$ cat config.mk
export PLATFORM = sky130hd
export DESIGN_NAME = mem_access_ctrl_flat
export DESIGN_NICKNAME = d
export VERILOG_FILES = /design/src/rtl/mem_access_ctrl_pkg.sv /design/src/rtl/mem_access_ctrl_if.sv /design/src/rtl/mem_access_ctrl_wait_counter.sv /design/src/rtl/mem_access_ctrl.sv /design/src/flat_wrapper.sv
export SDC_FILE = /design/constraint.sdc
export NUM_CORES = 1
export LEC_CHECK = 0
export BUFFER_PORTS_ARGS = -buffer_cell sky130_fd_sc_hd__buf_4
export CORE_UTILIZATION = 49
export CTS_BUF_LIST = sky130_fd_sc_hd__clkbuf_4
export DETAILED_ROUTE_END_ITERATION = 10
export PLACE_DENSITY = 0.89
export RECOVER_POWER = 100
export SYNTH_ARGS = -nofsm -noshare
export SYNTH_HDL_FRONTEND = slang
export SYNTH_SLANG_ARGS = --single-unit
export TNS_END_PERCENT = 10
$ cat constraint.sdc
create_clock -name Clk -period 2 [get_ports Clk]
set_input_delay 0.4 -clock Clk [delete_from_list [all_inputs] [get_ports Clk]]
set_output_delay 0.4 -clock Clk [all_outputs]
set_load 0.005 [all_outputs]
$ cat src/rtl/mem_access_ctrl_pkg.sv
// slc3_mem_pkg: shared types and constants for the SLC-3 SRAM sequencer.
// Holds state encoding, the I/O-mapped address and default wait states.
package slc3_mem_pkg;

  typedef enum logic [2:0] {
    IDLE,
    RD_ACT,
    RD_DONE,
    WR_SETUP,
    WR_PULSE,
    WR_HOLD,
    IO_DONE
  } mem_state_t;

  localparam logic [15:0] IO_ADDR = 16'hFFFF;
  localparam int RD_WAIT_DEF = 2;
  localparam int WR_PULSE_DEF = 3;
  localparam int CNT_W = 4;

endpackage

$ cat src/rtl/mem_access_ctrl_if.sv
// mem_access_ctrl_if: control-unit side request/response bundle.
// master = SLC-3 control unit, slave = memory access sequencer.
interface mem_access_ctrl_if;

  logic        Req_Rd;
  logic        Req_Wr;
  logic [15:0] Addr;
  logic [15:0] Wr_data;
  logic [15:0] Rd_data;
  logic        Ready;
  logic        Busy;

  modport master (
    output Req_Rd, Req_Wr, Addr, Wr_data,
    input  Rd_data, Ready, Busy
  );

  modport slave (
    input  Req_Rd, Req_Wr, Addr, Wr_data,
    output Rd_data, Ready, Busy
  );

endinterface

$ cat src/rtl/mem_access_ctrl_wait_counter.sv
// wait_counter: 4-bit loadable down-counter with a done flag.
// done is high on the final counted cycle (count of one or less).
module wait_counter
  import slc3_mem_pkg::*;
(
  input  logic             Clk,
  input  logic             Reset,
  input  logic             load,
  input  logic [CNT_W-1:0] load_val,
  input  logic             en,
  output logic             done
);

  logic [CNT_W-1:0] cnt;

  always_ff @(posedge Clk or posedge Reset) begin
    if (Reset) begin
      cnt <= '0;
    end else if (load) begin
      cnt <= load_val;
    end else if (en && cnt != '0) begin
      cnt <= cnt - 1'b1;
    end
  end

  assign done = cnt <= CNT_W'(1);

endmodule

$ cat src/rtl/mem_access_ctrl.sv
// mem_access_ctrl: SLC-3 to async SRAM access sequencer, registered strobes.
// Define MEM_IO_MAP_EN to map address 16'hFFFF onto Switches/Hex_data.
module mem_access_ctrl #(
  parameter int ADDR_W   = 20,
  parameter int RD_WAIT  = slc3_mem_pkg::RD_WAIT_DEF,
  parameter int WR_PULSE = slc3_mem_pkg::WR_PULSE_DEF
) (
  input  logic              Clk,
  input  logic              Reset,
  mem_access_ctrl_if.slave  cu,
  output logic [ADDR_W-1:0] Sram_addr,
  input  logic [15:0]       Sram_dq_in,
  output logic [15:0]       Sram_dq_out,
  output logic              Sram_dq_oe,
`ifdef MEM_IO_MAP_EN
  input  logic [15:0]       Switches,
  output logic [15:0]       Hex_data,
`endif
  output logic              CE_N,
  output logic              UB_N,
  output logic              LB_N,
  output logic              OE_N,
  output logic              WE_N
);

  import slc3_mem_pkg::mem_state_t;
  import slc3_mem_pkg::IDLE;
  import slc3_mem_pkg::RD_ACT;
  import slc3_mem_pkg::RD_DONE;
  import slc3_mem_pkg::WR_SETUP;
  import slc3_mem_pkg::WR_HOLD;
  import slc3_mem_pkg::IO_DONE;
  import slc3_mem_pkg::CNT_W;

  mem_state_t state, state_nx;
  logic start, start_wr, io_hit;
  logic cnt_load, cnt_en, cnt_done;
  logic [CNT_W-1:0] cnt_val;
  logic sel_ce;

`ifdef MEM_IO_MAP_EN
  logic io_wr;
  assign io_hit = cu.Addr == slc3_mem_pkg::IO_ADDR;
`else
  assign io_hit = 1'b0;
`endif

  // Write has priority when both requests arrive together.
  assign start    = state == IDLE && (cu.Req_Rd || cu.Req_Wr);
  assign start_wr = cu.Req_Wr;
  assign cnt_load = (start && !start_wr && !io_hit) || state == WR_SETUP;
  assign cnt_val  = state == IDLE ? CNT_W'(RD_WAIT) : CNT_W'(WR_PULSE);
  assign cnt_en   = state == RD_ACT || state == slc3_mem_pkg::WR_PULSE;
  assign cu.Busy  = state != IDLE;

  wait_counter u_wait (
    .Clk      (Clk),
    .Reset    (Reset),
    .load     (cnt_load),
    .load_val (cnt_val),
    .en       (cnt_en),
    .done     (cnt_done)
  );

  always_ff @(posedge Clk or posedge Reset) begin
    if (Reset) state <= IDLE;
    else       state <= state_nx;
  end

  always_comb begin
    state_nx = state;
    unique case (state)
      IDLE:
        if (start)
          state_nx = io_hit   ? IO_DONE
                   : start_wr ? WR_SETUP : RD_ACT;
      RD_ACT:   if (cnt_done) state_nx = RD_DONE;
      RD_DONE:  state_nx = IDLE;
      WR_SETUP: state_nx = slc3_mem_pkg::WR_PULSE;
      slc3_mem_pkg::WR_PULSE:
        if (cnt_done) state_nx = WR_HOLD;
      WR_HOLD:  state_nx = IDLE;
      IO_DONE:  state_nx = IDLE;
      default:  state_nx = IDLE;
    endcase
  end

  // Pads are a registered decode of the state: address leads strobes by a cycle.
  assign sel_ce = state == RD_ACT || state == WR_SETUP ||
                  state == slc3_mem_pkg::WR_PULSE || state == WR_HOLD;

  always_ff @(posedge Clk or posedge Reset) begin
    if (Reset) begin
      CE_N       <= 1'b1;
      UB_N       <= 1'b1;
      LB_N       <= 1'b1;
      OE_N       <= 1'b1;
      WE_N       <= 1'b1;
      Sram_dq_oe <= 1'b0;
      cu.Ready   <= 1'b0;
    end else begin
      CE_N       <= !sel_ce;
      UB_N       <= !sel_ce;
      LB_N       <= !sel_ce;
      OE_N       <= state != RD_ACT;
      WE_N       <= state != slc3_mem_pkg::WR_PULSE;
      Sram_dq_oe <= state == WR_SETUP || state == WR_HOLD ||
                    state == slc3_mem_pkg::WR_PULSE;
      cu.Ready   <= state == RD_DONE || state == WR_HOLD ||
                    state == IO_DONE;
    end
  end

  always_ff @(posedge Clk or posedge Reset) begin
    if (Reset) begin
      Sram_addr   <= '0;
      Sram_dq_out <= '0;
      cu.Rd_data  <= '0;
`ifdef MEM_IO_MAP_EN
      io_wr       <= 1'b0;
      Hex_data    <= '0;
`endif
    end else begin
      if (start && !io_hit) Sram_addr <= ADDR_W'(cu.Addr);
      if (start && start_wr) Sram_dq_out <= cu.Wr_data;
      if (state == RD_DONE) cu.Rd_data <= Sram_dq_in;
`ifdef MEM_IO_MAP_EN
      if (start) io_wr <= start_wr;
      if (state == IO_DONE) begin
        if (io_wr) Hex_data   <= Sram_dq_out;
        else       cu.Rd_data <= Switches;
      end
`endif
    end
  end

endmodule
$ cat src/flat_wrapper.sv
// flat-port wrapper written by rule: the top's interface ports become plain ports
module mem_access_ctrl_flat import slc3_mem_pkg::mem_state_t; import slc3_mem_pkg::IDLE; import slc3_mem_pkg::RD_ACT; import slc3_mem_pkg::RD_DONE; import slc3_mem_pkg::WR_SETUP; import slc3_mem_pkg::WR_HOLD; import slc3_mem_pkg::IO_DONE; import slc3_mem_pkg::CNT_W;
#(
  parameter int ADDR_W   = 20,
  parameter int RD_WAIT  = slc3_mem_pkg::RD_WAIT_DEF,
  parameter int WR_PULSE = slc3_mem_pkg::WR_PULSE_DEF
)
  (Clk, Reset, Sram_addr, Sram_dq_in, Sram_dq_out, Sram_dq_oe, CE_N, UB_N, LB_N, OE_N, WE_N, cu_Req_Rd, cu_Req_Wr, cu_Addr, cu_Wr_data, cu_Rd_data, cu_Ready, cu_Busy);
  mem_access_ctrl_if cu_i ();
  input  logic Clk;
  input  logic Reset;
  output logic [ADDR_W-1:0] Sram_addr;
  input  logic [15:0] Sram_dq_in;
  output logic [15:0] Sram_dq_out;
  output logic Sram_dq_oe;
  output logic CE_N;
  output logic UB_N;
  output logic LB_N;
  output logic OE_N;
  output logic WE_N;
  input wire logic [$bits(cu_i.Req_Rd)-1:0] cu_Req_Rd;
  input wire logic [$bits(cu_i.Req_Wr)-1:0] cu_Req_Wr;
  input wire logic [$bits(cu_i.Addr)-1:0] cu_Addr;
  input wire logic [$bits(cu_i.Wr_data)-1:0] cu_Wr_data;
  output wire logic [$bits(cu_i.Rd_data)-1:0] cu_Rd_data;
  output wire logic [$bits(cu_i.Ready)-1:0] cu_Ready;
  output wire logic [$bits(cu_i.Busy)-1:0] cu_Busy;
  assign cu_i.Req_Rd = cu_Req_Rd;
  assign cu_i.Req_Wr = cu_Req_Wr;
  assign cu_i.Addr = cu_Addr;
  assign cu_i.Wr_data = cu_Wr_data;
  assign cu_Rd_data = cu_i.Rd_data;
  assign cu_Ready = cu_i.Ready;
  assign cu_Busy = cu_i.Busy;
  mem_access_ctrl #(.ADDR_W(ADDR_W), .RD_WAIT(RD_WAIT), .WR_PULSE(WR_PULSE)) u_core (.Clk(Clk), .Reset(Reset), .cu(cu_i), .Sram_addr(Sram_addr), .Sram_dq_in(Sram_dq_in), .Sram_dq_out(Sram_dq_out), .Sram_dq_oe(Sram_dq_oe), .CE_N(CE_N), .UB_N(UB_N), .LB_N(LB_N), .OE_N(OE_N), .WE_N(WE_N));
endmodule
### Yosys cells after proc, flatten, opt, wreduce, memory -nomap -nowiden

Index checks and enable logic that the tools add are counted.

| operators by class | value |
|---|---|
| add/sub/neg operators | 1 |
| magnitude comparators | 1 |
| equal/unequal tests | 11 |
| multiplexer cells | 8 |
| reduce and logical (&&, ||, !) cells | 21 |

Operator list:

| cell | number |
|---|---|
| $pmux 3 s4 | 1 |
| $logic_or 1x1->1 | 10 |
| $eq 3x3->1 const B | 3 |
| $mux 3 | 3 |
| $mux 4 | 2 |
| $eq 3x2->1 const B | 2 |
| $ne 2x1->1 const B | 3 |
| $le 4x1->1 const B | 1 |
| $logic_and 1x1->1 | 4 |
| $reduce_bool 4->1 | 1 |
| $sub 4x1->4 const B | 1 |
| $eq 3x1->1 const B | 1 |
| $logic_not 3->1 | 1 |
| $ne 3x1->1 const B | 1 |
| $ne 3x3->1 const B | 1 |
| $reduce_and 3->1 | 1 |
| $reduce_bool 3->1 | 1 |
| $logic_not 1->1 | 2 |
| $mux 2 | 1 |
| $reduce_bool 2->1 | 1 |
| $mux 1 | 1 |

| storage, ports and cells | value |
|---|---|
| bits in registers | 60 |
| input bits | 52 |

### Longest topological paths before layout

Gate-level depths: netlist of the first run.

| logic depth | value |
|---|---|
| depth in word-level cells | 5 |
| depth in mapped cells | 6 |

### Cells and area by module

From an unflattened synthesis of the first run, not the netlist that was laid out.

| second synthesis, totals | value |
|---|---|
| cell total of the unflattened synthesis | 178 |
| area, all modules | 2628.8 µm² |

By module, submodules not included:

| module | instances | cells each | area an instance (µm²) | sequential area each (µm²) |
|---|---|---|---|---|
| mem_access_ctrl | 1 | 145 | 2339.7 | 1405.1 |
| wait_counter | 1 | 33 | 289.0 | 100.1 |

### Worst setup path before layout of the first run

No wires, ideal clock.

| timing | value |
|---|---|
| path kind | reg2reg |
| start point | reg u_core.state[2] |
| end point | reg u_core.Sram_addr[0] |
| data arrival time | 1.596 ns |
| data required time | 1.875 ns |
| setup slack | 0.279 ns |
| stages on the path, launching flop included | 7 |
| path buffers | 3 |
| clock period less this slack | 1.721 ns |
| cells stage by stage | dfrtp_1 buf_6 or3_4 buf_6 nor2_8 buf_12 mux2_4 |

| on the way | value |
|---|---|
| cells in the longest elaborated chain, start to end | 2 |

Ends and longest elaborated chain:

| element | RTL line | RTL |
|---|---|---|
| start, declared | mem_access_ctrl.sv:35 | `mem_state_t state, state_nx;` |
| start signal, assigned | mem_access_ctrl.sv:67 | `else state <= state_nx;` |
| $logic_not 3->1 | mem_access_ctrl.sv:49 | `assign start = state == IDLE && (cu.Req_Rd \|\| cu.Req_Wr);` |
| $logic_and 1x1->1 | mem_access_ctrl.sv:49 |  |
| end signal, assigned | mem_access_ctrl.sv:124 | `if (start && !io_hit) Sram_addr <= ADDR_W'(cu.Addr);` |
| end, declared | mem_access_ctrl.sv:11 | `output logic [ADDR_W-1:0] Sram_addr,` |

No other way between the ends.
A chain may end at the register's enable or synchronous reset.

### Worst setup path after layout of the first run

| timing | value |
|---|---|
| start point | reg u_core.state[2] |
| end point | out cu_Busy |

| on the way | value |
|---|---|
| cells in the longest elaborated chain, start to end | 1 |

Ends and longest elaborated chain:

| element | RTL line | RTL |
|---|---|---|
| $reduce_bool 3->1 | mem_access_ctrl.sv:54 | `assign cu.Busy = state != IDLE;` |
| end, declared | flat_wrapper.sv:27 | `output wire logic [$bits(cu_i.Busy)-1:0] cu_Busy;` |

No other way between the ends.

==> qor.yml, run 1 <==
floorplan:
  fp.dieW_um: 74.1
  dieArea_um2: 5490
  pin_count: 112
  start_util_pct: 52.5
  rows: 25
  fp.coreArea_um2: 4850
  die_height_um: 74.1
route:
  drc: 0
  ant_nets: 0
  drtIter0Drc: 57
  vias_per_cell: 4.78
  num_vias: 1713
  wl_met3_um: 563
  routedWlPerCell_um: 14.7
  wl_um: 5250
  drtPass1Iterations: 4
  wl_met1_um: 2040
  met2WireLength_um: 2580
  dr.max_layer_used: "met4"
setup_path:
  max_stage_delay_ns: 0.48
  crit_fanout: 8
  start_kind: "flip-flop"
  rrSetupSlack_ns: 0.14
  critical_path_class: "flip-flop to output port"
  required_ns: 1.60
  cp_cell_sequence: "or3_4, buf_4"
  crit_path_top_delay_cell: "dfrtp_1"
  crit_family: "flip-flops"
  worst_ep_arrival_time_ns: 1.52
  crit_buf_inv: 1
  crit_path_end_kind: "output port"
clocking:
  cts_resized: 0
  clock_latency_ns: 0.39
  htree_levels: 3
  clk_pin_slew_ns: 0.10
  clock_sinks: 60
  cts_hold_buf: 0
  cts_buffers: 9
  clk_path_buf_depth: 2
  post_cts_buffers: 0
  root_buffer: "clkbuf_4"
  cts_tree: "built"
timing:
  hold_violations: 0
  final.setup.worst_slack_ns: 0.0836
  setup_violations: 0
  holdWs_ns: 0.220
  min_period_ns: 1.92
  slew_viol_final: 0
  tns_ns: 0
  finalCritPeriodShare_pct: 95.8
  fmax_ghz: 0.522
  tightest_slew_ns: 1.20
  maxSlewHeadroom_pct: 20.1
  fin_skew_ns: 0.00826
  rsz0062_at_grt: "false"
cells_and_area:
  stdcell_area_um2: 3410
  antenna_cells: 0
  nNetsFinal: 341
  layout-drive-gt1-share_pct: 55.3
  syn_to_final_growth_pct: 33.9
  seq_area_um2: 1510
  multi_input_area_um2: 876
  fillers: 376
pwr:
  p_per_area_nw_per_um2: 1540
  power_switching_w: 0.00164
  seqPwrFrac_pct: 41.5
  p_comb_share_pct: 43.2
  vdd_drop_max_v: 0.000698
  switching_share_pct: 31.2
  internal_power_w: 0.00360
  leakage_nw: 1.63
  p_clk_share_pct: 15.3
logic_synthesis:
  avgSynthCellArea_um2: 14.8
  ys_warn_count: 0
  yosys.cell_types.count: 33
  ys_seq_area_share_pct: 59.1
  synth.cell_area_um2: 2550
  synth_top_area_cell: "dfrtp_1"
  synth_area_leaders: "dfrtp_1 (56%), mux2_2 (17%), mux2_4 (5.9%), dfstp_2 (3.1%), buf_4 (2.1%)"
  syn_inst: 172
  ys_ff_latch: 60
  synth_top_area_share_pct: 56.0
placed_design:
  pre_cts_slack_ns: 0.223
  gp_congestion: 0.858
  post_dp_cell_area_um2: 3370
  hpwl_um: 4110
  port_buffers: 107
worst_hold_path:
  hold_class: "primary input to flip-flop"
outcome:
  status: "completed"
job:
  max-cap-violations: 0
grt:
  antenna_found_initial: 0
  grt_max_degree: 33
  grt_overflow_total: 0
  first_global_vias: 1708
  grt_pass1_wl_um: 8090
  grt_use_total_pct: 20.6
[metrics by stage]
step | utilization, % | std cells | total power [W]
finish | 70.3 | 358 | 0.00524
detailed placement | 69.6 | 342 | 0.00477
floorplan | - | 175 | 0.00365
CTS | 72.3 | 358 | 0.00559
global placement | 69.6 | 342 | 0.00464
global route | 70.3 | 358 | 0.00563
[layer usage]
layer  up-vias  GRT usage (%)
met5         -              0
met2        83           32.7
met1       811           24.1
li1        810              -
met3         9           8.40
met4         0           10.9
[final timing paths]
check	end	from	cells past startpoint
min	u_core.Sram_addr[6]$_DFFE_PP0P_	cu_Addr[6]	2
max reg2reg	u_core.Sram_dq_out[9]$_DFFE_PP0P_	u_core.state[2]$_DFFE_PP0P_	3
min reg2reg	u_core.Sram_addr[5]$_DFFE_PP0P_	u_core.Sram_addr[5]$_DFFE_PP0P_	1
max in group asynchronous	u_core.Sram_addr[4]$_DFFE_PP0P_	Reset	3
min in group asynchronous	u_core.cu.Rd_data[5]$_DFFE_PP0N_	Reset	2
max	cu_Busy	u_core.state[2]$_DFFE_PP0P_	2
[sequential cells by signal, indices dropped and copies added, names as in the netlist, 3 cells and up]
register            flops
u_core.Sram_dq_out     16
u_core.u_wait.cnt       4
u_core.Sram_addr       16
u_core.cu.Rd_data      16
u_core.state            3
[kinds of logic (layout without fill, tap and decap cells)]
group / count (synthesis) / in the layout / share of synthesized area, %
AO/OA/AOI/OAI: 6 / 6 / 1.28
AND/OR/NAND/NOR: 30 / 30 / 7.61
other: 1 / 4 / 0.147
XOR/XNOR: 3 / 3 / 1.03
buffers and inverters: 18 / 134 / 5.45
multiplexers: 51 / 51 / 23.9
flip-flops: 60 / 60 / 59.1
adder cells (fa/ha/maj): 3 / 3 / 1.47
[Yosys cell counts]
master     n
nor2_8     2
a21oi_1    2
inv_1      4
and3_1     1
mux2_2    39
dfstp_2    3
nor2b_1    1
dfrtp_1   57
and2b_1    1
mux2_4    10
clkbuf_1   1
nor3b_1    1
nor3_1     2
buf_8      1
buf_4      7
and2_1     2
or3_1      1
nand2b_1   3
o21ai_0    3
ha_1       3
nand2_1    6
buf_12     1
mux2i_1    2
buf_6      2
or3_4      1
buf_2      2
o211ai_1   1
nor4_1     1
or2_2      1
conb_1     1
or4b_1     1
nor2_1     6
xnor2_1    3
[cells in the final DEF (no fill, tap or decap), drive strengths merged, types with 3 or more instances in the layout]
cell	count
clkinv	4
buf	54
nand2b	3
inv	4
dfstp	3
ha	3
conb	4
xnor2	3
dfrtp	57
nand2	6
nor2	8
clkbuf	70
mux2	49
o21ai	3
[power groups by stage]
| stage | sequential, W | combinational (W) | clock [W] |
|---|---|---|---|
| after global placement | 0.00219 | 0.00246 | 0 |
| after global routing | 0.00225 | 0.00251 | 0.000874 |
| after detailed placement | 0.00222 | 0.00255 | 0 |
| after floorplan | 0.00221 | 0.00145 | 0 |
| after CTS | 0.00221 | 0.00255 | 0.000833 |
| final | 0.00218 | 0.00226 | 0.000802 |
[final cells by class]
cell class	count	area share, %
tap	67	2.46
multi-input combinational	97	25.7
clock buffer	10	2.20
inverter	4	0.440
clock inverter	6	1.61
timing repair buffer	114	23.5
sequential	60	44.1
(Power assumes the default switching activity.)
==> run 2, diff against run 1 <==
--- a/config.mk
+++ b/config.mk
@@ -5,7 +5,8 @@
 export SDC_FILE = /design/constraint.sdc
 export NUM_CORES = 1
 export LEC_CHECK = 0
-export BUFFER_PORTS_ARGS = -buffer_cell sky130_fd_sc_hd__buf_4
+export BUFFER_PORTS_ARGS = -buffer_cell sky130_fd_sc_hd__buf_2
+export CORE_MARGIN = 4
 export CORE_UTILIZATION = 49
 export CTS_BUF_LIST = sky130_fd_sc_hd__clkbuf_4
 export DETAILED_ROUTE_END_ITERATION = 10
==> qor.yml, run 2 (same netlist as run 1, synthesis figures left out) <==
clocking:
  htree_levels: 3  # unchanged
  post_cts_buffers: 0  # unchanged
  cts_resized: 0  # unchanged
  cts_hold_buf: 0  # unchanged
  clock_sinks: 60  # unchanged
  clk_pin_slew_ns: 0.10  # about the same
  clock_latency_ns: 0.39  # about the same
  cts_tree: "built"  # unchanged
  clk_path_buf_depth: 2  # unchanged
  cts_buffers: 9  # unchanged
  root_buffer: "clkbuf_4"  # unchanged
setup_path:
  r2r_end: "u_core.Sram_dq_out[6]$_DFFE_PP0P_"  # was u_core.Sram_dq_out[9]$_DFFE_PP0P_
  cp-startpoint: "u_core.state[2]$_DFFE_PP0P_"  # unchanged
  reg2reg_from: "u_core.state[2]$_DFFE_PP0P_"  # unchanged
  start_kind: "flip-flop"  # unchanged
  ff2ff_path_depth: 3  # unchanged
  cp.depth: 2  # unchanged
  crit_end: "cu_Busy"  # unchanged
  crit_buf_inv: 1  # unchanged
  crit_path_top_delay_cell: "or3_4"  # was dfrtp_1
  max_stage_delay_ns: 0.48  # about the same
  critical_path_class: "flip-flop to output port"  # unchanged
  crit_fanout: 8  # unchanged
  required_ns: 1.60  # about the same
  crit_path_end_kind: "output port"  # unchanged
  cp_cell_sequence: "or3_4, clkbuf_1"  # was or3_4, buf_4
  rrSetupSlack_ns: 0.17  # was 0.14 ns
  worst_ep_arrival_time_ns: 1.46  # was 1.52 ns
  crit_family: "simple AND/OR/NAND/NOR gates"  # was flip-flops
placed_design:
  pre_cts_slack_ns: 0.218  # was 0.223 ns
  hpwl_um: 3890  # was 4110 um
  port_buffers: 107  # unchanged
  gp_congestion: 0.839  # was 0.858
route:
  drc: 0  # unchanged
  vias_per_cell: 4.76  # was 4.78
  wl_um: 5110  # was 5250 um
  routedWlPerCell_um: 14.4  # was 14.7 um
  drtPass1Iterations: 4  # unchanged
  num_vias: 1696  # was 1,713
  ant_nets: 0  # unchanged
  drtIter0Drc: 51  # was 57
pwr:
  p_per_area_nw_per_um2: 1550  # was 1540 nW/um^2
  vdd_drop_max_v: 0.000750  # was 0.000698 V
  leakage_nw: 1.49  # was 1.63 nW
floorplan:
  fp.coreArea_um2: 4880  # was 4850 um^2
  die_height_um: 80.1  # was 74.1 um
  start_util_pct: 52.2  # was 52.5%
  pin_count: 112  # unchanged
  fp.dieW_um: 80.1  # was 74.1 um
  dieArea_um2: 6420  # was 5490 um^2
  rows: 25  # unchanged
grt:
  grt_overflow_total: 0  # unchanged
  antenna_found_initial: 0  # unchanged
  grt_use_total_pct: 17.1  # was 20.6%
  grt_pass1_wl_um: 8190  # was 8090 um
  first_global_vias: 1741  # was 1,708
  grt_max_degree: 29  # was 33
timing:
  tightest_slew_ns: 0.901  # was 1.20 ns
  maxSlewHeadroom_pct: 39.9  # was 20.1%
  fin_skew_ns: 0.0123  # was 0.00826 ns
  rsz0062_at_grt: "false"  # unchanged
  slew_viol_final: 0  # unchanged
  finalCritPeriodShare_pct: 93.0  # was 95.8%
  fmax_ghz: 0.538  # was 0.522 GHz
  min_period_ns: 1.86  # was 1.92 ns
  tns_ns: 0  # unchanged
  final.setup.worst_slack_ns: 0.141  # was 0.0836 ns
  setup_violations: 0  # unchanged
  hold_violations: 0  # unchanged
job:
  max-cap-violations: 0  # unchanged
cells_and_area:
  syn_to_final_growth_pct: 22.0  # was 33.9%
  nNetsFinal: 339  # was 341
  seq_area_um2: 1510  # unchanged
  multi_input_area_um2: 876  # unchanged
  layout_common_cells: "buf_2 (76), dfrtp_1 (57), mux2_2 (39)"  # was dfrtp_1 (57), clkbuf_4 (56), buf_4 (53)
  final_common_cell: "buf_2"  # was dfrtp_1
  fillers: 418  # was 376
  antenna_cells: 0  # unchanged
  reg_top3: "u_core.Sram_addr x16, u_core.Sram_dq_out x16, u_core.cu.Rd_data x16"  # unchanged
  layout-drive-gt1-share_pct: 48.8  # was 55.3%
outcome:
  status: "completed"  # unchanged
worst_hold_path:
  hold_class: "primary input to asynchronous set/reset pin"  # was primary input to flip-flop
-- run 2: changes by cell type in the layout (fill, tap and decap cells not counted), moves of 2 or more --
cell      change
buf_4        -52
clkinv_2      +2
clkbuf_1     +20
buf_2        +76
clkbuf_4     -46
-- run 2: layout make-up --
class                   instances  area share, %
well taps                      67           2.70
multi-input cells              97           28.2
inverters                       4          0.483
flip-flops and latches         60           48.4
clock inverters                 6           1.01
clock buffers                  10           2.42
repair buffers                112           16.8
-- run 2: report_power, final --
| part | leakage, nW | switching, W | internal [W] |
|---|---|---|---|
| clock network | 0.0634 | 0.000423 | 0.000257 |
| registers | 0.710 | 0.000321 | 0.00184 |
| logic | 0.712 | 0.000885 | 0.00108 |
-- run 2: through the flow --
step	cells	hold slack [ns]	power (W)	instance area, um^2	util (%)
2_1_floorplan	175	0.483	0.00365	2560	-
3_3_place_gp	340	0.472	0.00429	3100	63.6
3_5_place_dp	340	0.478	0.00440	3100	63.6
4_1_cts	356	0.0437	0.00509	3210	65.8
5_1_grt	356	0.189	0.00520	3110	63.7
6_report	356	0.195	0.00481	3110	63.7
-- run 2: metal layers --
metal | share of wire, % | up-vias | wire length [um] | global-route usage [%]
li1 | - | 806 | - | -
met3 | 11 | 8 | 553 | 7.51
met2 | 48 | 78 | 2440 | 28.1
met1 | 40 | 804 | 2020 | 19.2
met4 | 1.9 | 0 | 96 | 7.60
met5 | 0 | - | 0 | 0
-- run 2: how the worst min path moves through the flow --
stage | slack (ns) | to | from
5_1_grt | 0.19 | u_core.Sram_dq_out[2]$_DFFE_PP0P_ | cu_Wr_data[2]
4_1_cts | 0.04 | u_core.Sram_dq_out[15]$_DFFE_PP0P_ | Reset
2_1_floorplan | 0.48 | u_core.u_wait.cnt[2]$_DFFE_PP0P_ | u_core.u_wait.cnt[2]$_DFFE_PP0P_
3_5_place_dp | 0.48 | u_core.cu.Rd_data[6]$_DFFE_PP0N_ | Reset
6_report | 0.19 | u_core.Sram_addr[9]$_DFFE_PP0P_ | Reset
3_3_place_gp | 0.47 | u_core.cu.Rd_data[6]$_DFFE_PP0N_ | Reset
